--- src/rtl/pc_seq.sv ---
// pc_seq: program-counter sequencer with optional return-address stack.
// Per-cycle priority: rst > stall > ret > branch/call > sequential increment.
// Build option: define PC_SEQ_RAS_EN to compile in the return-address stack.
// Without that macro, ret is ignored, br_call is an ordinary branch and the
// stack status outputs are tied to their empty values.
module pc_seq #(
    parameter int            AW        = 8,
    parameter logic [AW-1:0] RESET_VEC = {AW{1'b0}},
    parameter int            RAS_DEPTH = 4
) (
    input  logic          clk,
    input  logic          rst,
    input  logic          stall,
    input  logic          br_valid,
    input  logic          br_rel,
    input  logic          br_call,
    input  logic          ret,
    input  logic [AW-1:0] br_target,
    output logic [AW-1:0] pc,
    output logic          ras_empty,
    output logic          ras_full,
    output logic          ras_ovf,
    output logic          ras_unf
);

    logic [AW-1:0] pc_r;
    logic [AW-1:0] pc_nxt_s;
    logic [AW-1:0] pc_inc_s;
    logic [AW-1:0] br_tgt_s;

    // Same-width addition gives the modulo-2^AW wrap, and it also makes a
    // signed offset behave as if it were sign-extended.
    assign pc_inc_s = pc_r + AW'(1);
    assign br_tgt_s = br_rel ? (pc_r + br_target) : br_target;
    assign pc       = pc_r;

`ifdef PC_SEQ_RAS_EN
    localparam int            PW      = (RAS_DEPTH > 1) ? $clog2(RAS_DEPTH) : 1;
    localparam int            CW      = PW + 1;
    localparam logic [CW-1:0] DEPTH_C = CW'(RAS_DEPTH);

    // The stack is a circular buffer. tp_r indexes the newest entry. When the
    // buffer is full, the slot after the top is the oldest entry, so a push
    // simply overwrites it.
    logic [AW-1:0] ras_r [RAS_DEPTH];
    logic [PW-1:0] tp_r;
    logic [PW-1:0] tp_nxt_s;
    logic [CW-1:0] cnt_r;
    logic [CW-1:0] cnt_nxt_s;
    logic          push_s;
    logic          empty_r;
    logic          full_r;
    logic          ovf_r;
    logic          unf_r;
    logic          ovf_nxt_s;
    logic          unf_nxt_s;

    // Next-state selection: ret beats branch/call, and branch/call beats increment
    always_comb begin
        pc_nxt_s  = pc_r;
        tp_nxt_s  = tp_r;
        cnt_nxt_s = cnt_r;
        push_s    = 1'b0;
        ovf_nxt_s = ovf_r;
        unf_nxt_s = unf_r;
        if (ret) begin
            if (cnt_r != CW'(0)) begin
                pc_nxt_s  = ras_r[tp_r];
                tp_nxt_s  = tp_r - PW'(1);
                cnt_nxt_s = cnt_r - CW'(1);
            end else begin
                pc_nxt_s  = pc_inc_s;
                unf_nxt_s = 1'b1;
            end
        end else if (br_valid) begin
            pc_nxt_s = br_tgt_s;
            if (br_call) begin
                push_s   = 1'b1;
                tp_nxt_s = tp_r + PW'(1);
                if (cnt_r == DEPTH_C) begin
                    ovf_nxt_s = 1'b1;
                end else begin
                    cnt_nxt_s = cnt_r + CW'(1);
                end
            end else begin
                push_s = 1'b0;
            end
        end else begin
            pc_nxt_s = pc_inc_s;
        end
    end

    // Control state: reset clears everything, stall holds everything
    always_ff @(posedge clk) begin
        if (rst) begin
            pc_r    <= RESET_VEC;
            tp_r    <= {PW{1'b0}};
            cnt_r   <= {CW{1'b0}};
            empty_r <= 1'b1;
            full_r  <= 1'b0;
            ovf_r   <= 1'b0;
            unf_r   <= 1'b0;
        end else if (!stall) begin
            pc_r    <= pc_nxt_s;
            tp_r    <= tp_nxt_s;
            cnt_r   <= cnt_nxt_s;
            empty_r <= (cnt_nxt_s == CW'(0));
            full_r  <= (cnt_nxt_s == DEPTH_C);
            ovf_r   <= ovf_nxt_s;
            unf_r   <= unf_nxt_s;
        end
    end

    // Return-address storage holds data only; the count decides which entries are valid
    always_ff @(posedge clk) begin
        if (!rst && !stall && push_s) begin
            ras_r[tp_nxt_s] <= pc_inc_s;
        end
    end

    assign ras_empty = empty_r;
    assign ras_full  = full_r;
    assign ras_ovf   = ovf_r;
    assign ras_unf   = unf_r;
`else
    logic unused_s;

    // With no stack, ret has no effect and a call is just a branch
    always_comb begin
        pc_nxt_s = pc_r;
        if (br_valid) begin
            pc_nxt_s = br_tgt_s;
        end else begin
            pc_nxt_s = pc_inc_s;
        end
    end

    // Program-counter register: reset loads the vector, stall holds the value
    always_ff @(posedge clk) begin
        if (rst) begin
            pc_r <= RESET_VEC;
        end else if (!stall) begin
            pc_r <= pc_nxt_s;
        end
    end

    assign unused_s  = ^{ret, br_call};
    assign ras_empty = 1'b1;
    assign ras_full  = 1'b0;
    assign ras_ovf   = 1'b0;
    assign ras_unf   = 1'b0;
`endif

endmodule

--- config.mk ---
export PLATFORM = sky130hd
export DESIGN_NAME = pc_seq
export DESIGN_NICKNAME = d
export VERILOG_FILES = /design/src/rtl/pc_seq.sv
export SDC_FILE = /design/constraint.sdc
export NUM_CORES = 1
export LEC_CHECK = 0
export ABC_AREA = 0
export CAP_MARGIN = 20
export CORE_UTILIZATION = 30
export CTS_CLUSTER_DIAMETER = 150
export DETAILED_ROUTE_END_ITERATION = 10
export DONT_BUFFER_PORTS = 1
export PLACE_DENSITY_LB_ADDON = 0.08
export SYNTH_ARGS = -nofsm -noshare
export SYNTH_HDL_FRONTEND = slang
export SYNTH_SLANG_ARGS = --single-unit
--- constraint.sdc ---
create_clock -name clk -period 3.9 [get_ports clk]
set_input_delay 0.195 -clock clk [delete_from_list [all_inputs] [get_ports clk]]
set_output_delay 0.195 -clock clk [all_outputs]
set_load 0.01 [all_outputs]
==> results_dict.tcl, run 1 <==
set metrics [dict create \
    hold_ws_ns 0.0321 \
    layout_common_cells "a21oi_1 (12), nor2_1 (11), o21ai_0 (9)" \
    drt-initial-drc-count 40 \
    finalMaxSlewViolations 0 \
    finalClockSkew_ns 0.00507 \
    grt_max_degree 21 \
    start_util 0.314 \
    yosys_register_bits 8 \
    largest_reg_flops 8 \
    start_kind "flip-flop" \
    cp_data_arrival_time_ns 2.28 \
    syn-instance-count 124 \
    path_clk_slew_ns 0.06 \
    portBuffers 0 \
    area_growth_pct 4.86 \
    drc_errors 0 \
    period_share 0.548 \
    die_x_um 58.3 \
    critPathLaunch "pc[0]" \
    wl_um 2510 \
    synth.avg_cell_area_um2 7.68 \
    outcome "finished clean" \
    period_minus_slack_ns 2.14 \
    required_ns 4.05 \
    antenna_found_initial 0 \
    synthFlopType "dfxtp_1" \
    cts_max_level 1 \
    drtPass1Iterations 4 \
    cts_tree "done" \
    synth-edff-count 0 \
    p_leak_nw 0.387 \
    postCtsResizedCells 0 \
    hold_start "stall" \
    grt_use_total 0.158 \
    p_per_area_nw_per_um2 251 \
    rsz0062_at_grt "false" \
    vias_per_cell 5.43 \
    grt_pass1_vias 807 \
    p_total_w 0.000250 \
    hold_viol_final 0 \
    die_y_um 58.3 \
    yosysWarnings 0 \
    multi_input_area_um2 721 \
    cts_sinks 8 \
    cp_max_fo 7 \
    seq_area_frac_synth 0.168 \
    die-area_um2 3400 \
    setup_tns_ns 0 \
    coreArea_um2 3030 \
    async_flop_share 0 \
    routedWlPerCell_um 15.1 \
    gp_congestion 0.702 \
    grt_first_pass_wirelength_um 4210 \
    root_buffer "clkbuf_4" \
    nNetsFinal 148 \
    synth_cell_types 43 \
    drv_cap 0 \
    rows 20 \
    setup_viol_count_final 0 \
    crit_type "reg2reg" \
    regToRegStartpoint "pc[0]" \
    final_core_util 0.330 \
    cp-end-kind "flip-flop" \
    vdd_drop_max_mv 0.0561 \
    clk_path_buf_depth 2 \
    diodes 0 \
    regArea_um2 160 \
    gr-total-overflow 0 \
    clkLatencyLatePin_ns 0.26 \
    final_common_cell "a21oi_1" \
    syn_area_um2 952 \
    ant_nets 0 \
    fmax_mhz 468 \
    drive_gt1_frac 0.0738 \
    dp_hpwl_um 1900 \
    vias 901 \
    cts_buffers 3 \
    hold_path_class "in2reg" \
    ios 27 \
    fill_cells 343 \
]
==> cell families after synthesis <==
group	count (synthesis)	share of synthesized area
compound gates	45	0.313
xor+xnor	3	0.0276
fa+ha+maj	9	0.126
buf+inv	16	0.0828
flops	8	0.168
mux	4	0.0434
other cells	2	0.00789
simple gates	37	0.231
==> through the flow <==
step / cell area (µm²) / cells / setup slack, ns
after floorplan: 960 / 126 / 2.03
after global placement: 966 / 162 / 1.85
after detailed placement: 966 / 162 / 1.81
after CTS: 998 / 166 / 1.78
after global routing: 998 / 166 / 1.62
final: 998 / 166 / 1.76
==> power breakdown <==
group	leakage [nW]	switching (W)	internal (W)	total (W)
logic	0.307	0.0000403	0.0000381	0.0000783
clock network	0.0138	0.0000335	0.0000356	0.0000690
registers	0.0659	0.0000150	0.0000880	0.000103
==> final timing paths <==
kind / endpoint / cells past startpoint / slack, ns
worst min-delay path: pc[1] / 1 / 0.03
worst max-delay path: pc[2] / 8 / 1.76
worst max register to register: pc[2] / 8 / 1.76
worst min register to register: pc[5] / 2 / 0.64
==> cell usage after synthesis, types with 3 or more instances <==
cell | count | area share
nor2_1 | 11 | 0.043
o21a_1 | 3 | 0.024
nand3_1 | 5 | 0.026
a211oi_1 | 4 | 0.032
a21oi_1 | 12 | 0.063
inv_1 | 8 | 0.032
dfxtp_1 | 8 | 0.17
buf_2 | 3 | 0.016
o21ai_0 | 9 | 0.047
nand2_1 | 4 | 0.016
ha_1 | 8 | 0.11
buf_4 | 4 | 0.032
a31oi_1 | 5 | 0.033
nor2b_1 | 4 | 0.026
mux2i_1 | 3 | 0.032
==> critical path, cell delays in order (launching register included) <==
cell and delay [ns]:
dfxtp_1 0.51, ha_1 0.26, inv_1 0.07, fa_1 0.43, xnor2_1 0.15, mux2_2 0.29
a21oi_1 0.16, o21a_1 0.12, nor2_1 0.03
==> cell type report <==
cell class | instances | share of cell area
multi-input combinational | 102 | 0.722
sequential | 8 | 0.160
tap | 44 | 0.0551
inverter | 8 | 0.0301
clock buffer | 3 | 0.0226
timing repair buffer | 1 | 0.0100
==> per-layer routing <==
metal / wire (µm) / track usage / vias up
met1: 1290 / 0.227 / 430
met4: 0 / 0.0408 / 0
met2: 1110 / 0.240 / 21
li1: - / - / 450
met5: 0 / 0 / -
met3: 114 / 0.0352 / 0
==> what timing repair did <==
action | in CTS | in global routing
hold endpoints to repair | 4 | 0
buffers inserted | 0 | 0
hold buffers | 1 | 0
endpoints found under the setup margin | 0 | 0
Power figures use the tool's default switching activity.
==> inputs of run 2 (changes only) <==
==> constraint.sdc (replaced) <==
create_clock -name clk -period 1.8 [get_ports clk]
set_input_delay 0.09 -clock clk [delete_from_list [all_inputs] [get_ports clk]]
set_output_delay 0.09 -clock clk [all_outputs]
set_load 0.01 [all_outputs]
==> results_dict.tcl, run 2 (same netlist as run 1, synthesis figures left out) <==
set metrics [dict create \
    outcome "finished clean" \
    switchingPower_w 0.000206 \
    die_x_um 58.3 \
    nNetsFinal 158 \
    drc_errors 0 \
    p_comb_frac 0.384 \
    final_common_cell "nor2_1" \
    p_total_w 0.000584 \
    placedCellCount 169 \
    hold_viol_final 0 \
    drt-initial-drc-count 20 \
    p_leak_nw 0.443 \
    setup_tns_ns 0 \
    grt_use_total 0.161 \
    diodes 0 \
    p_clk_frac 0.267 \
    p_sw_frac 0.353 \
    start_kind "flip-flop" \
    rsz0062_at_grt "true" \
    fmax_mhz 576 \
    crit_type "reg2reg" \
    period_share 0.965 \
    multi_input_area_um2 751 \
    drtPass1Iterations 4 \
    place_area_um2 1020 \
    largest_reg_flops 8 \
    cp_data_arrival_time_ns 1.89 \
    routedWlPerCell_um 14.8 \
    cp_max_fo 2 \
    period_minus_slack_ns 1.74 \
    cp-end-kind "flip-flop" \
    finalMaxSlewViolations 0 \
    p_int_w 0.000378 \
    die-area_um2 3400 \
    clk_path_buf_depth 2 \
    gr-total-overflow 0 \
    cts_sinks 8 \
    regArea_um2 161 \
    layout_common_cells "nor2_1 (11), a21oi_1 (9), o21ai_0 (8)" \
    ant_nets 0 \
    cts_buffers 3 \
    p_per_area_nw_per_um2 525 \
    portBuffers 0 \
    hold_ws_ns 0.00760 \
    required_ns 1.95 \
    grt_pass1_vias 914 \
    rows 20 \
    final_cell_area_um2 1110 \
    drv_cap 0 \
    grt_first_pass_wirelength_um 4170 \
    grt_max_degree 21 \
    root_buffer "clkbuf_4" \
    finalClockSkew_ns 0.00155 \
    setup_viol_count_final 0 \
    gp_congestion 0.749 \
    fin_cells 176 \
    vias 934 \
    coreArea_um2 3030 \
    area_growth_pct 16.8 \
    fill_cells 321 \
    wl_um 2600 \
    vias_per_cell 5.31 \
    ios 27 \
    start_util 0.314 \
    cts_tree "done" \
    die_y_um 58.3 \
    dp_hpwl_um 1940 \
    cts_max_level 1 \
    seqPwrFrac 0.349 \
    antenna_found_initial 0 \
    path_clk_slew_ns 0.06 \
    vdd_drop_max_mv 0.150 \
    drive_gt1_frac 0.174 \
    cts_setup_buffers 0 \
    hold_path_class "in2reg" \
    clkLatencyLatePin_ns 0.27 \
]
-- run 2: cell count changes in the layout (fill, tap and decap cells not counted), sizes merged --
cell,change
dlygate4sd3,+3
buf,+7
-- run 2: final timing paths --
path         slack (ns)          from  cells after the start     to
min               0.008  br_target[5]                      2  pc[5]
max reg2reg        0.06         pc[0]                      8  pc[2]
max                0.06         pc[0]                      8  pc[2]
min reg2reg        0.56         pc[1]                      2  pc[1]
-- run 2: layer usage --
layer | vias up | track usage | routed length [µm]
met5 | - | 0 | 0
met4 | 0 | 0.0612 | 17
met3 | 2 | 0.0286 | 109
met2 | 18 | 0.259 | 1200
met1 | 446 | 0.215 | 1280
li1 | 468 | - | -
-- run 2: critical path: stages (launching register included) --
cell and delay [ns]:
dfxtp_2 0.35, ha_4 0.15, inv_2 0.04, fa_2 0.41, xnor2_1 0.14, mux2_4 0.26, a21oi_2 0.11, o21a_1 0.12
nor2_1 0.04
-- run 2: area by class of cell --
| class | count | area share |
|---|---|---|
| inverter | 8 | 0.0270 |
| multi-input combinational | 102 | 0.675 |
| sequential | 8 | 0.145 |
| tap | 44 | 0.0495 |
| clock buffer | 3 | 0.0202 |
| timing repair buffer | 11 | 0.0832 |
-- run 2: power by group through the flow --
stage	logic (W)	clock network, W	registers (W)
5_1_grt	0.000253	0.000164	0.000205
6_report	0.000224	0.000156	0.000204
3_3_place_gp	0.000201	0	0.000207
2_1_floorplan	0.000157	0	0.000219
4_1_cts	0.000215	0.000157	0.000203
3_5_place_dp	0.000202	0	0.000207
-- run 2: timing repair --
item,4_1_cts,5_1_grt
resized for setup,1,8
hold endpoints to repair,5,0
gates cloned,0,0
pin swaps,0,8
hold buffers,4,0
endpoints found under the setup margin,2,4
-- run 2: per-stage QoR --
step / utilization / setup WS, ns
after CTS: 0.358 / 0.0152
final: 0.367 / 0.0628
after floorplan: - / 0.0136
after global placement: 0.337 / 0.00997
after global routing: 0.367 / -0.0270
after detailed placement: 0.337 / -0.00439
==> inputs of run 3 (changes only) <==
--- a/config.mk
+++ b/config.mk
@@ -5,9 +5,9 @@
 export SDC_FILE = /design/constraint.sdc
 export NUM_CORES = 1
 export LEC_CHECK = 0
-export ABC_AREA = 0
+export ABC_AREA = 1
 export CAP_MARGIN = 20
-export CORE_UTILIZATION = 30
+export CORE_UTILIZATION = 40
 export CTS_CLUSTER_DIAMETER = 150
 export DETAILED_ROUTE_END_ITERATION = 10
 export DONT_BUFFER_PORTS = 1
==> results_dict.tcl, run 3 <==
set metrics [dict create \
    root_buffer "clkbuf_4" \
    cts_setup_buffers 0 \
    hold_ws_ns 0.0117 \
    setup_viol_count_final 0 \
    hold_viol_final 0 \
    ant_nets 0 \
    worstHoldPathCells 2 \
    synth_top_area_cell "dfxtp_1" \
    rrSetupSlack_ns 0.16 \
    nNetsFinal 194 \
    area_growth_pct 10.9 \
    seq_area_frac_synth 0.168 \
    start_kind "flip-flop" \
    die-area_um2 2580 \
    cts_max_level 1 \
    synthFlopType "dfxtp_1" \
    cp_data_arrival_time_ns 1.84 \
    portBuffers 0 \
    grt_max_degree 16 \
    routedWlPerCell_um 11.8 \
    cts_buffers 3 \
    synth-edff-count 0 \
    outcome "finished clean" \
    ios 27 \
    hold_path_class "in2reg" \
    gr-total-overflow 0 \
    path_clk_slew_ns 0.06 \
    synth_top_area_frac 0.168 \
    dp_slack_ns 0.109 \
    ff2ff_path_depth 11 \
    cts_tree "done" \
    final_cell_area_um2 1060 \
    p_leak_nw 0.545 \
    crit_type "reg2reg" \
    finalMaxSlewViolations 0 \
    synth_most_common_cell "nand2_1" \
    yosysWarnings 0 \
    vias_per_cell 5.09 \
    rows 17 \
    finalClockSkew_ns 0.000952 \
    cp_max_fo 2 \
    grt_use_total 0.214 \
    rsz0062_at_grt "false" \
    grt_pass1_vias 984 \
    diodes 0 \
    die_x_um 50.8 \
    synth_common_cells "nand2_1 (37), nor2_1 (26), inv_1 (21)" \
    period_minus_slack_ns 1.64 \
    cts_sinks 8 \
    required_ns 2.01 \
    gp_congestion 0.781 \
    vdd_drop_max_mv 0.571 \
    grt_first_pass_wirelength_um 4090 \
    largest_reg_flops 8 \
    synth_cell_types 25 \
    dp_hpwl_um 1850 \
    yosys_register_bits 8 \
    vias 998 \
    clk_path_buf_depth 2 \
    die_y_um 50.8 \
    fmax_mhz 612 \
    drc_errors 0 \
    p_per_area_nw_per_um2 555 \
    fin_ws_ns 0.165 \
    async_flop_share 0 \
    period_share 0.908 \
    syn_area_um2 952 \
    drtPass1Iterations 4 \
    final_common_cell "nand2_1" \
    wl_um 2320 \
    layout_common_cells "nand2_1 (36), nor2_1 (26), inv_1 (21)" \
    start_util 0.426 \
    drive_gt1_frac 0.113 \
    clkLatencyLatePin_ns 0.27 \
    antenna_found_initial 0 \
    coreArea_um2 2230 \
    cp-end-kind "flip-flop" \
    synth.avg_cell_area_um2 5.95 \
    drv_cap 0 \
    place_area_um2 995 \
    setup_tns_ns 0 \
    drt-initial-drc-count 14 \
    syn-instance-count 160 \
    synthTopCellsByArea "dfxtp_1 (17%), nand2_1 (15%), ha_1 (11%)" \
]
-- run 3: cells by family after synthesis --
logic type,share of synthesized area
compound gates,0.163
fa+ha+maj,0.126
flops,0.168
other cells,0.00789
buf+inv,0.138
simple gates,0.388
xor+xnor,0.00920
-- run 3: area by class of cell --
cell class	instances	area (µm²)
clock buffers	3	22.5
repair buffers	10	82.6
multi-input cells	126	676
inverters	21	78.8
fillers	246	1180
flip-flops and latches	8	161
well taps	28	35.0
-- run 3: power breakdown --
part | switching [W] | leakage [nW] | internal, W
sequential | 0.0000115 | 0.0667 | 0.000192
clock | 0.0000750 | 0.0138 | 0.0000773
combinational | 0.000134 | 0.465 | 0.0000969
-- run 3: path summary, 6_finish.rpt --
check / endpoint / from
hold / removal: pc[6] / stall
hold reg to reg: pc[1] / pc[1]
setup reg to reg: pc[4] / pc[0]
setup / recovery: pc[4] / pc[0]
-- run 3: stage by stage --
stage	utilization	instances	total power [W]
finish	0.473	196	0.000586
global route	0.473	196	0.000637
CTS	0.469	196	0.000587
detailed placement	0.445	190	0.000430
global placement	0.445	190	0.000425
floorplan	-	162	0.000387
-- run 3: routing by layer --
layer,part of all wire,wire (µm),global-route usage
met4,0.0099,23,0.0556
met3,0.067,155,0.0697
met2,0.49,1130,0.393
met5,0,0,0
met1,0.43,1000,0.233
-- run 3: repair_timing --
item / CTS / global route
endpoints found under the hold margin: 3 / 0
resized for setup: 0 / 4
hold buffers: 3 / 0
endpoints found under the setup margin: 0 / 2
-- run 3: worst max-delay path, stage by stage, from the launching register on --
cell and delay (ns):
dfxtp_2 0.33, ha_2 0.17, inv_1 0.05, fa_2 0.33, inv_1 0.07, nand2_1 0.08, nand2_2 0.07, nand2_1 0.05
or2_1 0.20, nand3_1 0.06, a21oi_1 0.06, nor2_1 0.09
